<file path="src/rtl/register_file_pkg.sv">
// Shared types and defaults for the scoreboarded register file.
// Holds the port structs, the sweep FSM states and a range-check helper.
package register_file_pkg;

    localparam int unsigned RF_DATA_WIDTH = 32;
    localparam int unsigned RF_ADDR_WIDTH = 5;

    typedef struct packed {
        logic                     enable;
        logic [RF_ADDR_WIDTH-1:0] address;
        logic [RF_DATA_WIDTH-1:0] data;
    } rf_write_t;

    typedef struct packed {
        logic                     enable;
        logic [RF_ADDR_WIDTH-1:0] address;
    } rf_claim_t;

    typedef enum logic {
        ST_CLEAR,
        ST_READY
    } rf_state_e;

    // Non-power-of-two depths leave a tail of addresses with no backing register.
    function automatic logic rf_in_range(input int unsigned address, input int unsigned count);
        return address < count;
    endfunction

endpackage

</file>
<file path="src/rtl/rf_scoreboard.sv">
// Pending-bit vector: set by claims at issue, cleared by writeback or flush.
// Incoming claim/write valids are already qualified by the top level.
module rf_scoreboard
    import register_file_pkg::*;
#(
    parameter int unsigned RegisterCount  = 32,
    parameter int unsigned AddressWidth   = 5,
    parameter int unsigned ReadPortCount  = 2,
    parameter int unsigned WritePortCount = 1,
    parameter int unsigned ClaimPortCount = 1
) (
    input  logic                                        clk_i,
    input  logic                                        rst_ni,
    input  logic                                        ready,
    input  logic                                        flush,
    input  logic [ClaimPortCount-1:0]                   claim_valid,
    input  logic [ClaimPortCount-1:0][AddressWidth-1:0] claim_address,
    input  logic [WritePortCount-1:0]                   write_valid,
    input  logic [WritePortCount-1:0][AddressWidth-1:0] write_address,
    input  logic [ReadPortCount-1:0][AddressWidth-1:0]  read_address,
    output logic [ReadPortCount-1:0]                    read_pending
);

    logic [RegisterCount-1:0] pending;
    logic [RegisterCount-1:0] pending_next;

    // NOTE: every always_comb output gets a default first so no path can infer a latch.
    always_comb begin
        pending_next = pending;
        if (ready && flush) begin
            pending_next = '0;
        end
        for (int w = 0; w < int'(WritePortCount); w++) begin
            if (write_valid[w]) begin
                pending_next[write_address[w]] = 1'b0;
            end
        end
        // Claims are applied last so a same-cycle claim beats both writeback and flush.
        for (int c = 0; c < int'(ClaimPortCount); c++) begin
            if (claim_valid[c]) begin
                pending_next[claim_address[c]] = 1'b1;
            end
        end
    end

    // NOTE: sequential state uses non-blocking assignments so every flop samples pre-edge values.
    always_ff @(posedge clk_i or negedge rst_ni) begin
        if (!rst_ni) begin
            pending <= '0;
        end else begin
            pending <= pending_next;
        end
    end

    always_comb begin
        read_pending = '0;
        for (int r = 0; r < int'(ReadPortCount); r++) begin
            if (ready && rf_in_range(32'(read_address[r]), RegisterCount)) begin
                read_pending[r] = pending[read_address[r]];
            end
        end
    end

endmodule

</file>
<file path="src/rtl/scoreboard_register_file.sv">
// Multi-port integer register file with write-to-read bypass, pending scoreboard
// and a post-reset zeroing sweep that gates all traffic until complete.
module scoreboard_register_file
    import register_file_pkg::*;
#(
    parameter int unsigned DataWidth      = RF_DATA_WIDTH,
    parameter int unsigned RegisterCount  = 32,
    parameter int unsigned ReadPortCount  = 2,
    parameter int unsigned WritePortCount = 1,
    parameter int unsigned ClaimPortCount = 1,
    parameter bit          ZeroRegister   = 1'b1,
    localparam int unsigned AddressWidth  = $clog2(RegisterCount)
) (
    input  logic                                     clk_i,
    input  logic                                     rst_ni,
    output logic                                     ready_o,
    input  logic [ReadPortCount-1:0][AddressWidth-1:0] read_address_i,
    output logic [ReadPortCount-1:0][DataWidth-1:0]  read_data_o,
    output logic [ReadPortCount-1:0]                 read_pending_o,
    input  rf_claim_t [ClaimPortCount-1:0]           claim_i,
    input  rf_write_t [WritePortCount-1:0]           write_i,
    input  logic                                     flush_i
);

    rf_state_e               state;
    rf_state_e               state_next;
    logic [AddressWidth-1:0] sweep_count;
    logic [DataWidth-1:0]    registers [RegisterCount];

    logic [WritePortCount-1:0]                   write_valid;
    logic [WritePortCount-1:0][AddressWidth-1:0] write_address;
    logic [ClaimPortCount-1:0]                   claim_valid;
    logic [ClaimPortCount-1:0][AddressWidth-1:0] claim_address;
    logic                                        write_conflict;

    always_ff @(posedge clk_i or negedge rst_ni) begin
        if (!rst_ni) begin
            state       <= ST_CLEAR;
            sweep_count <= '0;
        end else begin
            state <= state_next;
            if (state == ST_CLEAR) begin
                sweep_count <= sweep_count + 1'b1;
            end
        end
    end

    always_comb begin
        state_next = state;
        ready_o    = (state == ST_READY);
        if (state == ST_CLEAR && 32'(sweep_count) == RegisterCount - 1) begin
            state_next = ST_READY;
        end
    end

    // Register 0 and out-of-range targets are filtered here so nothing downstream sees them.
    always_comb begin
        write_valid   = '0;
        write_address = '0;
        claim_valid   = '0;
        claim_address = '0;
        for (int w = 0; w < int'(WritePortCount); w++) begin
            write_address[w] = AddressWidth'(write_i[w].address);
            write_valid[w]   = write_i[w].enable && ready_o
                             && rf_in_range(32'(write_address[w]), RegisterCount)
                             && !(ZeroRegister && write_address[w] == '0);
        end
        for (int c = 0; c < int'(ClaimPortCount); c++) begin
            claim_address[c] = AddressWidth'(claim_i[c].address);
            claim_valid[c]   = claim_i[c].enable && ready_o
                             && rf_in_range(32'(claim_address[c]), RegisterCount)
                             && !(ZeroRegister && claim_address[c] == '0);
        end
    end

    // NOTE: the array has no reset; the sweep clears it, which keeps it mappable to RAM.
    always_ff @(posedge clk_i) begin
        if (state == ST_CLEAR) begin
            if (rf_in_range(32'(sweep_count), RegisterCount)) begin
                registers[sweep_count] <= '0;
            end
        end else begin
            // Later loop iterations override earlier ones, so the highest port index wins.
            for (int w = 0; w < int'(WritePortCount); w++) begin
                if (write_valid[w]) begin
                    registers[write_address[w]] <= DataWidth'(write_i[w].data);
                end
            end
        end
    end

    always_comb begin
        read_data_o = '0;
        for (int r = 0; r < int'(ReadPortCount); r++) begin
            if (ready_o && rf_in_range(32'(read_address_i[r]), RegisterCount)
                && !(ZeroRegister && read_address_i[r] == '0)) begin
                read_data_o[r] = registers[read_address_i[r]];
                for (int w = 0; w < int'(WritePortCount); w++) begin
                    if (write_valid[w] && write_address[w] == read_address_i[r]) begin
                        read_data_o[r] = DataWidth'(write_i[w].data);
                    end
                end
            end
        end
    end

    always_comb begin
        write_conflict = 1'b0;
        for (int i = 0; i < int'(WritePortCount); i++) begin
            for (int j = i + 1; j < int'(WritePortCount); j++) begin
                if (write_valid[i] && write_valid[j] && write_address[i] == write_address[j]) begin
                    write_conflict = 1'b1;
                end
            end
        end
    end

    rf_scoreboard #(
        .RegisterCount (RegisterCount),
        .AddressWidth  (AddressWidth),
        .ReadPortCount (ReadPortCount),
        .WritePortCount(WritePortCount),
        .ClaimPortCount(ClaimPortCount)
    ) u_scoreboard (
        .clk_i        (clk_i),
        .rst_ni       (rst_ni),
        .ready        (ready_o),
        .flush        (flush_i),
        .claim_valid  (claim_valid),
        .claim_address(claim_address),
        .write_valid  (write_valid),
        .write_address(write_address),
        .read_address (read_address_i),
        .read_pending (read_pending_o)
    );

    conflict_warn: assert property (@(posedge clk_i) disable iff (!rst_ni) !write_conflict)
        else $warning("register file: several writes to one register in a cycle, highest port kept");

    zero_reg_held: assert property (@(posedge clk_i) disable iff (!rst_ni)
        (ZeroRegister && ready_o) |-> registers[0] == '0);

    read_data_known: assert property (@(posedge clk_i) disable iff (!rst_ni)
        ready_o |-> !$isunknown(read_data_o));

endmodule

</file>
<file path="config.mk">
export PLATFORM = sky130hd
export DESIGN_NAME = scoreboard_register_file
export DESIGN_NICKNAME = d
export VERILOG_FILES = /design/src/rtl/register_file_pkg.sv /design/src/rtl/rf_scoreboard.sv /design/src/rtl/scoreboard_register_file.sv
export SDC_FILE = /design/constraint.sdc
export NUM_CORES = 1
export LEC_CHECK = 0
export CORE_MARGIN = 5
export CORE_UTILIZATION = 55
export CTS_CLUSTER_DIAMETER = 100
export CTS_CLUSTER_SIZE = 25
export DETAILED_ROUTE_END_ITERATION = 8
export PLACE_DENSITY_LB_ADDON = 0.15
export SLEW_MARGIN = 20
export SYNTH_ARGS = -nofsm -noshare
export SYNTH_HDL_FRONTEND = slang
export SYNTH_SLANG_ARGS = --single-unit
</file>
<file path="constraint.sdc">
create_clock -name clk_i -period 11.28 [get_ports clk_i]
set_clock_uncertainty 0.05 [all_clocks]
set_input_delay 2.256 -clock clk_i [delete_from_list [all_inputs] [get_ports clk_i]]
set_output_delay 2.256 -clock clk_i [all_outputs]
set_load 0.02 [all_outputs]
</file>
# ---- Word level (Yosys, flattened, before mapping)
# Memory sizes are Yosys's and may differ from the RTL's.
# Index checks and enable logic that the tools add are counted.
dict set report totals {
  ram_bits 1024
  memories 1
  reg_bits 38
  wordCells 63
  inputBits 57
}
# memory words word_bits read_ports rd_clocked_by_memory_dff wr line_no
set mem_list {}
lappend mem_list {registers 32 32 2 0 1 scoreboard_register_file.sv:28} ;# logic [DataWidth-1:0] registers [RegisterCount];
dict set report op_classes {
  eq_ne 3
  n_mux 24
  n_addsub 1
  order_cmp 6
  reduce_logical 21
  bitwise_logic 4
}
# operator count
set op_table {}
lappend op_table {{32-bit 2-to-1 mux} 8}
lappend op_table {{32-bit bitwise AND} 1}
lappend op_table {{32-bit inverter} 1}
lappend op_table {{32-bit OR} 1}
lappend op_table {{32-bit OR reduction} 1}
lappend op_table {{5-bit by 6-bit less-than comparator with 1-bit output, second input constant} 4}
lappend op_table {{5-bit zero test} 4}
lappend op_table {{1-bit logical AND} 12}
lappend op_table {{1-bit 2-to-1 mux} 11}
lappend op_table {{1-bit binary-select mux with 5-bit select} 2}
lappend op_table {{1-bit demux with 5-bit select} 2}
lappend op_table {{5-bit equality test} 2}
lappend op_table {{5-bit by 1-bit greater-or-equal comparator with 1-bit output, second input constant} 2}
lappend op_table {{5-bit by 1-bit adder with 5-bit output, second input constant} 1}
lappend op_table {{5-bit equality test, second input constant} 1}
lappend op_table {{5-bit 2-to-1 mux} 1}
lappend op_table {{1-bit zero test} 4}
lappend op_table {{1-bit inverter} 1}

# ---- Depth between registers and ports, before layout
# Gate-level depths: netlist of run 1.
dict set report depth {
  ltp_word 9
  mapped_depth 10
  mapped_depth_nobuf 5
}

# ---- By module
# A second synthesis of run 1 with hierarchy kept.
dict set report unflattened {
  hier_cells 3014
  hier_area_um2 50697.4
}
# mod n_inst cells_per_inst area_each_um2
set by_module_without_submodules {}
lappend by_module_without_submodules {scoreboard_register_file 1 2835 48646.7}
lappend by_module_without_submodules {rf_scoreboard 1 179 2050.7}

# ---- Worst setup path after synthesis of run 1
# No wires, ideal clock.
dict set report synth_path {
  path_kind {input to register}
  start {in write_i[32] in the netlist's numbering}
  end {mem registers[29][0] in the netlist's numbering, enable pin}
  path_stages 7
  required_time_ns 10.762
  path_slack_ns 4.755
  t_arrival_ns 6.007
  path_cell_list {buf_2 > or4_4 > o21ai_1 > buf_2 > nand3_1 > a21oi_1 > nor3b_1}
}
dict set report synth_via {
  elab_chain_len 8
  word_cells_on_any_way 9
  cone_classes {mux: 5; reduce/logical: 4}
}
# element line_no
set synth_lines {}
lappend synth_lines {{from (decl)} scoreboard_register_file.sv:21} ;# input rf_write_t [WritePortCount-1:0] write_i,
lappend synth_lines {{5-bit zero test} scoreboard_register_file.sv:66} ;# && !(ZeroRegister && write_address[w] == '0);
lappend synth_lines {{1-bit zero test} scoreboard_register_file.sv:66}
lappend synth_lines {{1-bit logical AND} scoreboard_register_file.sv:66}
lappend synth_lines {{1-bit 2-to-1 mux} scoreboard_register_file.sv:85} ;# if (write_valid[w]) begin
lappend synth_lines {{1-bit 2-to-1 mux} scoreboard_register_file.sv:78} ;# if (state == ST_CLEAR) begin
lappend synth_lines {{1-bit 2-to-1 mux (not written as such)} scoreboard_register_file.sv:86} ;# registers[write_address[w]] <= DataWidth'(write_i[w].data);
lappend synth_lines {{32-bit OR reduction (no source line)} n/a}
lappend synth_lines {{5-bit 2-to-1 mux (no source line) / 1-bit 2-to-1 mux (equally long branches)} n/a}
lappend synth_lines {{to (decl)} scoreboard_register_file.sv:28}
# Parallel ways exist; a longest one is shown, timed or not.

==> results by group, run 1 <==
Synth
  – Synth Register Bits: 1062
  – Mapped Cells: 2634
  – Cell Area, Synth: 50600 um^2
  – Yosys top cell area share: 0.608
  – Syn_area_per_cell: 19.2 um^2
  – Area leader, netlist: edfxtp_1
  – Synth cell count leaders: edfxtp_1, mux4_2, mux2i_1
  – Top_reg_cell synth: edfxtp_1
  – Post-synth EDFFs: 1024
  – Netlist cell types: 57
  – Ys Warns: 0
  – Part of the Yosys area used for sequential elements: 0.627
  – Synth area leaders: edfxtp_1, mux4_2, mux2i_1
  – Top-count cell post-synth: edfxtp_1
  – Syn Nets: 2693
  – Async SR Flop Fraction: 0.0358

Placed design
  – # port buffers: 123
  – Post-DP Area: 53100 um^2
  – DP HPWL: 85000 um
  – GP Congestion: 0.865
  – DP Worst Slack: 2730 ps

Timing
  – Fin crit share: 0.769
  – Final Hold Fails: 0
  – Max Slew Vio Count: 0
  – Worst rel slew slack: 0.268
  – Setup TNS: 0 ps
  – Final worst path period need: 8670 ps
  – Achievable Freq: 0.115 GHz
  – Worst setup margin: 2610 ps
  – Final setup vio count: 0
  – Tightest Pin Transition: 1100 ps
  – RSZ-0062 raised after global routing: false

Drt
  – Routed length per instance: 38.5 um
  – Via Count: 29.2k
  – Remaining DRCs: 0
  – Detailed Routing Iterations Pass 1: 8
  – Post-DRT Antenna Nets: 0
  – Final wirelength: 148000 um
  – DR vias/cell: 7.57
  – DRC marker count from the first detailed-route iteration: 3860

Power
  – LEAKAGE: 18.6 nW
  – IR drop worst, VDD: 157 uV
  – Power Density: 131 nW/um^2

Min path
  – Hold path depth: 1
  – Hold Crit Start: u_scoreboard.pending[0]$_DFF_PN0_
  – Hold Crit Class: register to register
  – Min-Delay Endpoint: u_scoreboard.pending[0]$_DFF_PN0_

Critical path
  – Critical Path RT: 8970 ps
  – Crit path launch type: input port
  – FF-to-FF End: registers[24][21]$_DFFE_PP_
  – CP endpoint kind: output pin
  – R2r worst-path depth: 6
  – R2R Path Start: ready_o$_DFFE_PN0P_
  – Max FO, Critical Path: 31
  – Crit path kind: input port to output pin
  – Critical path startpoint: write_i[32]
  – Flop2flop setup slack: 6810 ps
  – Critical path arrival: 6360 ps

GRT
  – GRT overflow: 0
  – Largest net degree at the start of global routing: 110
  – Gr usage total: 0.301
  – Global-route wire length before repair: 213000 um
  – Vias in the first global route: 29.5k
  – Initial antenna violation count: 4

Clock tree
  – Max Root-Sink Buffers: 3
  – CTS tree: built
  – H-tree depth: 2
  – Post-CTS setup buffer count: 0
  – CTS Hold Bufs: 0
  – Worst-Skew Late Latency: 640 ps
  – Num CTS Buffers: 48
  – PostCTS Resize Cnt: 0
  – Clock slew at reported path FFs: 100 ps
  – Num Clock Sinks: 1062
  – Clk root buf: clkbuf_16

Floorplanning
  – DIE AREA: 98100 um^2
  – Initial Util: 0.553
  – Chip width: 313 um
  – Cell Rows: 111
  – Core Area: 91500 um^2
  – Ports: 124
  – Die height: 313 um

Finish
  – Cell area after layout: 54500 um^2
  – Final nets: 2716
  – Share of cells above drive strength 1: 0.288
  – Synth-to-Final Area Change: 7.79%

Status
  – Outcome: completed

Job
  – Maximum capacitance violations: 0
-- flip-flops by register name, indices dropped and copies added, names as in the netlist --
register,count
ready_o,1
registers,1024
sweep_count,5
u_scoreboard.pending,32
-- worst max-delay path, stage by stage --
cell	delay, ps
clkdlybuf4s50_1	730
or4_4	650
o21ai_1	790
o31ai_4	140
buf_4	350
a211oi_1	550
a211o_1	210
clkdlybuf4s50_1	620
-- metrics by stage --
stage,utilization,hold WS (ps),total power [mW],std cells
after floorplan,-,417,4.91,2634
after global placement,0.581,451,5.20,3788
after detailed placement,0.581,448,5.21,3788
after CTS,0.595,476,7.14,3849
after global routing,0.596,512,7.32,3854
final,0.596,471,7.12,3855
-- metal layers --
layer  GRT usage  share of wire  vias up
li1            -              -    11300
met2       0.470           0.47     1838
met4      0.0885          0.034        4
met5           0        0.00018        -
met3      0.0721           0.11      280
met1       0.432           0.38    15800
-- how the worst max path moves through the flow --
stage | end | depth (start not counted)
global route | read_data_o[14] | 8
CTS | read_data_o[8] | 8
floorplan | registers[29][0]$_DFFE_PP_ | 7
detailed placement | read_data_o[8] | 8
finish | read_data_o[8] | 8
global placement | read_data_o[8] | 8
-- layout make-up --
cell class / instances / area, um^2
Fill cell: 6600 / 37000
Sequential cell: 1062 / 31700
Multi-Input combinational cell: 1340 / 18100
Timing Repair Buffer: 198 / 1930
Tap cell: 1186 / 1480
Clock buffer: 57 / 1260
Clock inverter: 4 / 33.8
Inverter: 7 / 26.3
Antenna cell: 1 / 2.50
-- placed cells by master, fill, tap and decap left out, types with 10 or more instances in the layout --
| cell | instances |
|---|---|
| nor2b_1 | 33 |
| clkdlybuf4s50_1 | 115 |
| buf_4 | 67 |
| dfrtp_1 | 38 |
| nor3_1 | 10 |
| a32o_1 | 23 |
| edfxtp_1 | 1024 |
| mux2i_1 | 131 |
| and2_1 | 25 |
| a211o_1 | 31 |
| a22oi_1 | 24 |
| nand2_1 | 105 |
| a21oi_1 | 38 |
| o22ai_1 | 62 |
| mux2_2 | 36 |
| clkbuf_16 | 49 |
| nor2_1 | 16 |
| a211oi_1 | 94 |
| o211ai_1 | 37 |
| o21ai_0 | 12 |
| nor2_4 | 26 |
| mux4_2 | 532 |
-- where the power goes --
part	internal (mW)	switching [mW]	leakage, nW	total, mW
clock	0.797	1.20	0.632	1.99
sequential	4.33	0.00333	11.2	4.34
combinational	0.302	0.491	6.84	0.792
total	5.43	1.69	18.6	7.12
-- cell families after synthesis --
group           count (synthesis)  share of synthesized area
flops                        1062                      0.627
mux                           699                      0.271
compound gates                354                     0.0521
simple gates                  272                     0.0263
buf+inv                       232                     0.0213
xor+xnor                       13                    0.00225
fa+ha+maj                       2                   0.000495
Power figures use the tool's default switching activity.
==> run 2, diff against run 1 <==
==> constraint.sdc (replaced) <==
create_clock -name clk_i -period 7.7 [get_ports clk_i]
set_clock_uncertainty 0.05 [all_clocks]
set_input_delay 1.54 -clock clk_i [delete_from_list [all_inputs] [get_ports clk_i]]
set_output_delay 1.54 -clock clk_i [all_outputs]
set_load 0.02 [all_outputs]
==> results by group, run 2 (same netlist as run 1, synthesis figures left out) <==
Finish
  – Commonest non-fill, non-tap cells in the layout: edfxtp_1, mux4_2, mux2i_1
  – Synth-to-Final Area Change: 8.43%
  – Cell area after layout: 54800 um^2 (+0.59%)
  – Share of cells above drive strength 1: 0.297 (+0.00864)
  – Antenna cells: 0 (-1)
  – Max reg flops: 1024 (unchanged)
  – Top Registers: registers (1024), u_scoreboard.pending (32), sweep_count (5)
  – Commonest non-fill, non-tap cell in the layout: edfxtp_1
  – Final nets: 2734 (+0.66%)
  – Most flop-heavy register: registers

Timing
  – Achievable Freq: 0.143 GHz
  – RSZ-0062 raised after global routing: false
  – Worst rel slew slack: 0.204 (-0.0644)
  – Final worst path period need: 6980 ps
  – Fin crit share: 0.907
  – Setup TNS: 0 ps (unchanged)
  – Max Slew Vio Count: 0 (unchanged)
  – Worst setup margin: 720 ps (-1890 ps)
  – Final Hold Fails: 0 (unchanged)
  – Tightest Pin Transition: 1190 ps (+93.8 ps)
  – Final setup vio count: 0 (unchanged)
  – Hold Worst Slack: 474 ps (+2.23 ps)

Drt
  – DR vias/cell: 7.58 (+0.14%)
  – Post-DRT Antenna Nets: 0 (unchanged)
  – Via Count: 29.4k (+0.63%)
  – Remaining DRCs: 0 (unchanged)
  – Final wirelength: 152000 um (+2.5%)
  – Detailed Routing Iterations Pass 1: 5 (-3)
  – DRC marker count from the first detailed-route iteration: 4189 (+8.5%)
  – Routed length per instance: 39.3 um (+2.0%)

Clock tree
  – Max Root-Sink Buffers: 3 (unchanged)
  – H-tree depth: 2 (unchanged)
  – Num CTS Buffers: 49 (+2.1%)
  – Worst-Skew Late Latency: 650 ps (about the same)
  – Clock slew at reported path FFs: 90 ps (about the same)
  – PostCTS Resize Cnt: 0 (unchanged)
  – Clk root buf: clkbuf_16
  – Post-CTS setup buffer count: 0 (unchanged)
  – Num Clock Sinks: 1062 (unchanged)
  – CTS tree: built
  – CTS Hold Bufs: 0 (unchanged)

Critical path
  – Critical Path RT: 6110 ps (-2860 ps)
  – Critical path arrival: 5390 ps (-970 ps)
  – Critical path startpoint: write_i[32]
  – Worst-path cell chain: clkdlybuf4s50_1, or4_4, o21a_1, a311oi_4, buf_6, buf_8, o211ai_1, nand2_1, clkdlybuf4s50_1
  – Max incr delay on CP: 740 ps (-50 ps)
  – Crit path launch type: input port
  – Crit path kind: input port to output pin
  – Crit-path slowest cell: clkdlybuf4s50_1
  – R2R Path Start: ready_o$_DFFE_PN0P_
  – CP most frequent cell: clkdlybuf4s50_1
  – CP endpoint kind: output pin
  – Max FO, Critical Path: 15 (-52%)

Placed design
  – DP Worst Slack: 772 ps (-1960 ps)
  – Post-DP Area: 53400 um^2 (+0.57%)
  – # port buffers: 123 (unchanged)
  – GP Congestion: 0.918 (+6.1%)
  – DP HPWL: 93600 um (+10%)

GRT
  – Initial antenna violation count: 0 (-4)
  – Largest net degree at the start of global routing: 80 (-27%)
  – GRT overflow: 0 (unchanged)
  – Vias in the first global route: 30.0k (+1.4%)
  – Global-route wire length before repair: 218000 um (+2.4%)
  – Gr usage total: 0.308 (+0.00710)

Floorplanning
  – Chip width: 313 um (unchanged)
  – Cell Rows: 111 (unchanged)
  – Core Area: 91500 um^2 (unchanged)
  – Ports: 124 (unchanged)
  – Initial Util: 0.553 (unchanged)
  – Die height: 313 um (unchanged)
  – DIE AREA: 98100 um^2 (unchanged)

Power
  – Power Density: 192 nW/um^2 (+47%)
  – Final Total Pwr: 10.5 mW (+48%)
  – IR drop worst, VDD: 180 uV (+15%)
  – LEAKAGE: 18.8 nW (+0.82%)

Min path
  – Hold Crit Start: u_scoreboard.pending[0]$_DFF_PN0_
  – Hold Crit Class: register to register

Job
  – Maximum capacitance violations: 0 (unchanged)

Status
  – Outcome: completed
==> run 2: cell count changes in the layout (fill, tap and decap cells not counted), moves of 2 or more <==
cell	before	now
buf_4	67	74
clkinvlp_4	0	2
buf_12	5	16
and2_1	25	18
and2_2	9	16
clkbuf_16	49	51
==> run 2: final timing paths <==
kind                                                      end  slack [ps]  depth (start not counted)
max                                           read_data_o[60]         720                          9
min                         u_scoreboard.pending[0]$_DFF_PN0_         470                          1
max reg2reg                        registers[25][1]$_DFFE_PP_        3770                          7
min reg2reg                 u_scoreboard.pending[0]$_DFF_PN0_         470                          1
max in group asynchronous   u_scoreboard.pending[7]$_DFF_PN0_        5950                          2
min in group asynchronous  u_scoreboard.pending[24]$_DFF_PN0_        1250                          2
==> run 2: stage by stage <==
stage / util / cells
floorplan: - / 2634
global placement: 0.583 / 3806
detailed placement: 0.584 / 3808
CTS: 0.599 / 3872
global route: 0.599 / 3874
finish: 0.599 / 3874
==> run 2: layer usage <==
layer,share of wire,routed length [um],track usage,vias up
li1,-,-,-,11400
met1,0.38,58000,0.447,15800
met2,0.46,70300,0.469,1942
met3,0.11,17400,0.0717,320
met4,0.042,6390,0.107,2
met5,0.00079,121,0.00988,-
==> run 2: cell type report <==
cell class | count | area, um^2
fillers | 6539 | 36700
flip-flops and latches | 1062 | 31700
multi-input cells | 1340 | 18100
repair buffers | 215 | 2170
well taps | 1186 | 1480
clock buffers | 58 | 1300
clock inverters | 6 | 57.6
inverters | 7 | 26.3
==> run 2: power breakdown <==
part | internal [mW] | switching, mW | leakage [nW]
Sequential | 6.35 | 0.00484 | 11.2
Clock | 1.22 | 1.79 | 0.658
Combinational | 0.451 | 0.736 | 6.96
Total | 8.01 | 2.53 | 18.8
==> run 2: critical path, delay by kind of cell <==
family	cells	cell delay [ps]
buf+inv	4	1840
compound gates	3	1150
simple gates	2	850
